$ cat config.mk
export PLATFORM = sky130hd
export DESIGN_NAME = serial_receiver
export DESIGN_NICKNAME = d
export VERILOG_FILES = /design/src/rtl/serial_receiver.sv
export SDC_FILE = /design/constraint.sdc
export NUM_CORES = 1
export LEC_CHECK = 0
export ABC_AREA = 1
export ABC_CLOCK_PERIOD_IN_PS = 1700
export CAP_MARGIN = 20
export CORE_MARGIN = 2
export CORE_UTILIZATION = 60
export CTS_BUF_LIST = sky130_fd_sc_hd__clkbuf_2 sky130_fd_sc_hd__clkbuf_4 sky130_fd_sc_hd__clkbuf_8
export CTS_CLUSTER_DIAMETER = 30
export DETAILED_ROUTE_END_ITERATION = 10
export GPL_ROUTABILITY_DRIVEN = 1
export PLACE_DENSITY = 0.82
export SLEW_MARGIN = 20
export SYNTH_ARGS = -nofsm -noshare
export SYNTH_HDL_FRONTEND = slang
export SYNTH_SLANG_ARGS = --single-unit
$ cat constraint.sdc
create_clock -name clock -period 1.7 [get_ports clock]
set_clock_uncertainty 0.15 [all_clocks]
set_input_delay 0.17 -clock clock [delete_from_list [all_inputs] [get_ports clock]]
set_output_delay 0.17 -clock clock [all_outputs]
set_load 0.005 [all_outputs]
$ cat src/rtl/serial_receiver.sv
// serial_receiver: UART-style receiver. The serial line is synchronised, the
// start bit is qualified at its centre, DATA_BITS are shifted in LSB-first and
// the stop bit is checked. Each byte is held on a valid/ready handshake.
// Optional feature macro: PARITY_CHECK_EN adds one even-parity bit after the
// data bits and a parity_error pulse output.
module serial_receiver #(
    parameter int CLKS_PER_BIT = 434,
    parameter int DATA_BITS    = 8
) (
    input  logic                 clock,
    input  logic                 reset,
    input  logic                 rx_serial,
    output logic [DATA_BITS-1:0] data_out,
    output logic                 data_valid,
    input  logic                 data_ready,
    output logic                 busy,
    output logic                 framing_error,
    output logic                 overrun_error
`ifdef PARITY_CHECK_EN
    ,
    output logic                 parity_error
`endif
);

    localparam int BAUD_W = $clog2(CLKS_PER_BIT);
    localparam int BIT_W  = $clog2(DATA_BITS + 1);

    localparam logic [BAUD_W-1:0] HALF_LAST = BAUD_W'(CLKS_PER_BIT / 2 - 1);
    localparam logic [BAUD_W-1:0] FULL_LAST = BAUD_W'(CLKS_PER_BIT - 1);
    localparam logic [BIT_W-1:0]  LAST_BIT  = BIT_W'(DATA_BITS - 1);

    typedef enum logic [2:0] {
        S_IDLE,
        S_START,
        S_DATA,
`ifdef PARITY_CHECK_EN
        S_PARITY,
`endif
        S_STOP,
        S_BREAK
    } state_t;

    state_t               state_q, state_d;
    logic                 rx_meta_q, rx_sync_q;
    logic [BAUD_W-1:0]    baud_q, baud_d;
    logic [BIT_W-1:0]     bit_cnt_q, bit_cnt_d;
    logic [DATA_BITS-1:0] shift_q, shift_d;
    logic [DATA_BITS-1:0] data_out_q, data_out_d;
    logic                 valid_q, valid_d;
    logic                 busy_q, busy_d;
    logic                 fe_q, fe_d;
    logic                 oe_q, oe_d;
    logic                 deliver;
    logic                 baud_last;
`ifdef PARITY_CHECK_EN
    logic                 par_q, par_d;
    logic                 pe_q, pe_d;
`endif

    assign baud_last = (baud_q == FULL_LAST);

    // Next-state logic for the frame FSM, the deserialiser and the output handshake.
    always_comb begin
        // NOTE: every signal gets a default first so no path leaves it unassigned (no latches).
        state_d    = state_q;
        baud_d     = baud_q;
        bit_cnt_d  = bit_cnt_q;
        shift_d    = shift_q;
        data_out_d = data_out_q;
        valid_d    = valid_q;
        fe_d       = 1'b0;
        oe_d       = 1'b0;
        deliver    = 1'b0;
`ifdef PARITY_CHECK_EN
        par_d      = par_q;
        pe_d       = 1'b0;
`endif

        unique case (state_q)
            S_IDLE: begin
                baud_d    = '0;
                bit_cnt_d = '0;
                if (!rx_sync_q) state_d = S_START;
            end
            S_START: begin
                // Half a bit in: a high line means the falling edge was a glitch.
                if (baud_q == HALF_LAST) begin
                    baud_d  = '0;
                    state_d = rx_sync_q ? S_IDLE : S_DATA;
                end else begin
                    baud_d = baud_q + BAUD_W'(1);
                end
            end
            S_DATA: begin
                if (baud_last) begin
                    baud_d  = '0;
                    // Shift right so the first (LSB) bit ends up in bit 0.
                    shift_d = shift_q >> 1;
                    shift_d[DATA_BITS-1] = rx_sync_q;
                    if (bit_cnt_q == LAST_BIT) begin
                        bit_cnt_d = '0;
`ifdef PARITY_CHECK_EN
                        state_d   = S_PARITY;
`else
                        state_d   = S_STOP;
`endif
                    end else begin
                        bit_cnt_d = bit_cnt_q + BIT_W'(1);
                    end
                end else begin
                    baud_d = baud_q + BAUD_W'(1);
                end
            end
`ifdef PARITY_CHECK_EN
            S_PARITY: begin
                if (baud_last) begin
                    baud_d  = '0;
                    par_d   = rx_sync_q;
                    state_d = S_STOP;
                end else begin
                    baud_d = baud_q + BAUD_W'(1);
                end
            end
`endif
            S_STOP: begin
                if (baud_last) begin
                    baud_d = '0;
                    if (rx_sync_q) begin
                        state_d = S_IDLE;
`ifdef PARITY_CHECK_EN
                        // Even parity: data bits plus parity bit must XOR to zero.
                        if ((^shift_q) ^ par_q) pe_d = 1'b1;
                        else                    deliver = 1'b1;
`else
                        deliver = 1'b1;
`endif
                    end else begin
                        // A low stop bit reports framing only, whatever the parity.
                        fe_d    = 1'b1;
                        state_d = S_BREAK;
                    end
                end else begin
                    baud_d = baud_q + BAUD_W'(1);
                end
            end
            S_BREAK: begin
                // Wait out a held-low line so it is not taken as a new start bit.
                if (rx_sync_q) state_d = S_IDLE;
            end
            default: state_d = S_IDLE;
        endcase

        // Consumer handshake; a completing byte either loads or overruns.
        if (valid_q && data_ready) valid_d = 1'b0;
        if (deliver) begin
            if (valid_q && !data_ready) begin
                oe_d = 1'b1;
            end else begin
                data_out_d = shift_q;
                valid_d    = 1'b1;
            end
        end

        busy_d = (state_d != S_IDLE);
    end

    // State and output registers; reset returns everything to the idle line state.
    always_ff @(posedge clock or negedge reset) begin
        if (!reset) begin
            // NOTE: the shift register is reset too so a discarded partial byte never leaks out.
            state_q    <= S_IDLE;
            rx_meta_q  <= 1'b1;
            rx_sync_q  <= 1'b1;
            baud_q     <= '0;
            bit_cnt_q  <= '0;
            shift_q    <= '0;
            data_out_q <= '0;
            valid_q    <= 1'b0;
            busy_q     <= 1'b0;
            fe_q       <= 1'b0;
            oe_q       <= 1'b0;
`ifdef PARITY_CHECK_EN
            par_q      <= 1'b0;
            pe_q       <= 1'b0;
`endif
        end else begin
            // NOTE: non-blocking assignments so every flop samples pre-edge values.
            state_q    <= state_d;
            rx_meta_q  <= rx_serial;
            rx_sync_q  <= rx_meta_q;
            baud_q     <= baud_d;
            bit_cnt_q  <= bit_cnt_d;
            shift_q    <= shift_d;
            data_out_q <= data_out_d;
            valid_q    <= valid_d;
            busy_q     <= busy_d;
            fe_q       <= fe_d;
            oe_q       <= oe_d;
`ifdef PARITY_CHECK_EN
            par_q      <= par_d;
            pe_q       <= pe_d;
`endif
        end
    end

    assign data_out      = data_out_q;
    assign data_valid    = valid_q;
    assign busy          = busy_q;
    assign framing_error = fe_q;
    assign overrun_error = oe_q;
`ifdef PARITY_CHECK_EN
    assign parity_error  = pe_q;
`endif

endmodule

==> results.sh <==
export IMPL_asyncSetResetFlopFracSynth=1.00
export IMPL_route_vias_total=1612
export IMPL_finalHoldViolCount=0
export IMPL_worst_pin_slew_ps=468
export IMPL_die_height_um=61.3
export IMPL_h_tree_depth=2
export IMPL_initial_utilization=0.639
export IMPL_clock_latency_ps=350
export IMPL_synth_instances=241
export IMPL_clockRootBuffer="sky130_fd_sc_hd__clkbuf_4"
export IMPL_cellPowerDensity_nw_per_um2=602
export IMPL_numPlacedInstances=304
export IMPL_avgViaCountPerCell=5.09
export IMPL_layout_worst_path_cycle_share=0.978
export IMPL_mappedNetlistArea_sq_um=1970
export IMPL_diodes=0
export IMPL_p_clk_frac=0.347
export IMPL_max_cap_viol_count=0
export IMPL_leading_register_cell_type_out_of_synthesis="sky130_fd_sc_hd__dfrtp_1"
export IMPL_global_route_wire_length_before_repair_mm=6.01
export IMPL_final_max_slew_viol_count=0
export IMPL_slew_limit_headroom=0.688
export IMPL_irDropWorstVdd_mv=0.592
export IMPL_synth_warn=0
export IMPL_total_leakage_power_nw=1.24
export IMPL_ff2ff_path_depth=9
export IMPL_worstHoldPathType="input port to flip-flop"
export IMPL_reg2reg_to="baud_q[1]$_DFFE_PN0P_"
export IMPL_grt_usage=0.225
export IMPL_ant_nets=0
export IMPL_drive_above_1_share=0.201
export IMPL_worst_r2r_startpoint="baud_q[0]$_DFFE_PN0P_"
export IMPL_crit_type="flip-flop to flip-flop"
export IMPL_post_synth_top_count_cell="sky130_fd_sc_hd__nand2_1"
export IMPL_run_status="finished clean"
export IMPL_area_growth_synth_to_final_pct=21.4
export IMPL_cts_made_buffers=5
export IMPL_maximum_number_of_pins_on_one_net_before_global_route_repair=39
export IMPL_clock_sinks=38
export IMPL_synth_enable_flop_cells=0
export IMPL_cts_tree="done"
export IMPL_dr_first_iter_drc_count=93
export IMPL_detailedRoute_firstPassIterationCount=4
export IMPL_synth_largest_area_cell="sky130_fd_sc_hd__dfrtp_1"
export IMPL_utilization=0.776
export IMPL_synth_lib_cells_used_distinct=30
export IMPL_preCtsSetupSlack_ps=37.6
export IMPL_rows=20
export IMPL_place_gp_congestion=0.873
export IMPL_intPower_w=0.00113
export IMPL_synth_fp_nets=249
export IMPL_synthTopCellsByArea="sky130_fd_sc_hd__dfrtp_1 (46%), sky130_fd_sc_hd__nand2_1 (12%), sky130_fd_sc_hd__inv_1 (8.4%)"
export IMPL_final_instance_count_excl_fill=317
export IMPL_endpoint="baud_q[1]$_DFFE_PN0P_"
export IMPL_power_share_combinational=0.020
export IMPL_avgSynthCellArea_sq_um=8.17
export IMPL_finalWorstPathRequiredPeriod_ps=1660
export IMPL_clock_path_buffers=2
export IMPL_post_synth_top_area_fraction=0.458
export IMPL_timing_critical_path_required_ps=1780
export IMPL_critical_path_peak_fanout=5
export IMPL_synth_top_cells_by_count="sky130_fd_sc_hd__nand2_1 (64), sky130_fd_sc_hd__inv_1 (44), sky130_fd_sc_hd__dfrtp_1 (36)"
export IMPL_postRouteWirelength_mm=4.04
export IMPL_whs_ps=65.2
export IMPL_clk_transition_reported_paths_ps=110
export IMPL_placement_io_buffers=15
export IMPL_worst_setup_path_startpoint="baud_q[0]$_DFFE_PN0P_"
export IMPL_grt_antenna_before_repair=0
export IMPL_tns_ps=0
export IMPL_critPathArrivalTime_ps=1740
export IMPL_critical_path_sink_type="flip-flop"
export IMPL_achievable_frequency_mhz=602
export IMPL_ff_latch_count_synth=38
export IMPL_detailed_place_hpwl_mm=2.69
export IMPL_p_seq_frac=0.633
export IMPL_timing_critical_path_from_type="flip-flop"
export IMPL_floorplan_core_area_sq_um=3080
export IMPL_grt_overflow_total=0
export IMPL_layout_filler_cells=221
export IMPL_routedWlPerCell_um=12.7
export IMPL_synth_sequential_area_ratio=0.484
export IMPL_switchingPower_w=0.000304
export IMPL_finalNetCount=280
export IMPL_swShare=0.212
export IMPL_ff2ff_setup_slack_ps=40
export IMPL_design_portCount=16
export IMPL_fin_ws_ps=37.9
export IMPL_chipWidth_um=61.3
export IMPL_floorplan_die_area_sq_um=3750
export IMPL_finalSetupViolations=0
export IMPL_grt_pass1_vias=1388
export IMPL_drc_errors=0
export IMPL_unrepaired_setup_endpoints_after_global_routing="true"
[critical path, stage by stage (launching register included)]
cell and delay [ps]:
sky130_fd_sc_hd__dfrtp_2 470, sky130_fd_sc_hd__inv_1 100, sky130_fd_sc_hd__ha_1 150, sky130_fd_sc_hd__nand2_1 50
sky130_fd_sc_hd__inv_1 50, sky130_fd_sc_hd__nand2_1 80, sky130_fd_sc_hd__o21bai_2 180, sky130_fd_sc_hd__nand2_1 140
sky130_fd_sc_hd__nand2_1 80, sky130_fd_sc_hd__o21ai_0 100
[worst min-delay path by stage]
stage	start	to	slack, ps	cells past startpoint
2_1_floorplan	reset	baud_q[0]$_DFFE_PN0P_	-280	0
3_3_place_gp	reset	baud_q[6]$_DFFE_PN0P_	90	2
3_5_place_dp	reset	baud_q[6]$_DFFE_PN0P_	90	2
4_1_cts	rx_serial	rx_meta_q$_DFF_PN1_	40	1
5_1_grt	rx_serial	rx_meta_q$_DFF_PN1_	40	1
6_report	rx_serial	rx_meta_q$_DFF_PN1_	70	1
[metrics by stage]
step	total power (W)	cell area, sq um
final	0.00144	2390
after detailed placement	0.000956	2200
after CTS	0.00146	2280
after floorplan	0.000930	1970
after global routing	0.00150	2390
after global placement	0.000956	2200
[area by class of cell]
class / count / area, sq um / area share
tap: 44 / 55.1 / 0.0230
sequential: 38 / 955 / 0.400
inverter: 49 / 190 / 0.0796
clock buffer: 7 / 58.8 / 0.0246
timing repair buffer: 29 / 303 / 0.127
clock inverter: 1 / 5.00 / 0.00210
multi-input combinational: 149 / 822 / 0.344
[state kept, by name, indices dropped and copies added (netlist names)]
signal	count
busy	1
overrun_error	1
bit_cnt_q	4
baud_q	9
data_valid	1
rx_meta_q	1
framing_error	1
rx_sync_q	1
data_out	8
state_q	3
shift_q	8
[power groups by stage]
stage          combinational (W)  sequential, W  clock (W)
6_report               0.0000289       0.000910   0.000499
5_1_grt                0.0000334       0.000910   0.000559
4_1_cts                0.0000306       0.000910   0.000519
3_5_place_dp           0.0000286       0.000927          0
3_3_place_gp           0.0000286       0.000927          0
2_1_floorplan         0.00000333       0.000927          0
[layer usage]
metal	vias to the layer above	track usage	part of all wire
met5	-	0	0
met4	0	0.0994	0.019
met3	5	0.0651	0.054
met2	43	0.333	0.48
met1	754	0.308	0.45
li1	810	-	-
[logic make-up (layout without fill, tap and decap cells)]
logic type                 Yosys count  after routing  synth area share
xor gates and xnor gates             1              1           0.00445
DFF                                 38             38             0.484
AOI/OAI and AO/OA                   17             17            0.0496
buffers and inverters               54             86             0.118
adders and majority gates            4              4            0.0254
and+or+nand+nor                    127            127             0.318
[cell usage in the layout (no fill, tap or decap), drive strengths merged]
master	netlist	layout
nand2	70	70
inv	47	48
dfrtp	36	36
nor2	20	20
nand3	19	19
clkdlybuf4s50	0	14
o21ai	14	14
nand4	13	13
buf	4	13
clkbuf	1	8
nor3	4	4
ha	4	4
clkinv	2	2
dfstp	2	2
o21bai	2	2
a21oi	1	1
xor2	1	1
nor3b	1	1
dlygate4sd3	0	1
[repair_timing]
action / CTS / global route
hold buffers: 1 / 0
gates resized for setup: 0 / 17
endpoints found under the setup margin: 0 / 29
buffers inserted: 0 / 3
hold endpoints to repair: 36 / 0
Power figures use the tool's default switching activity.
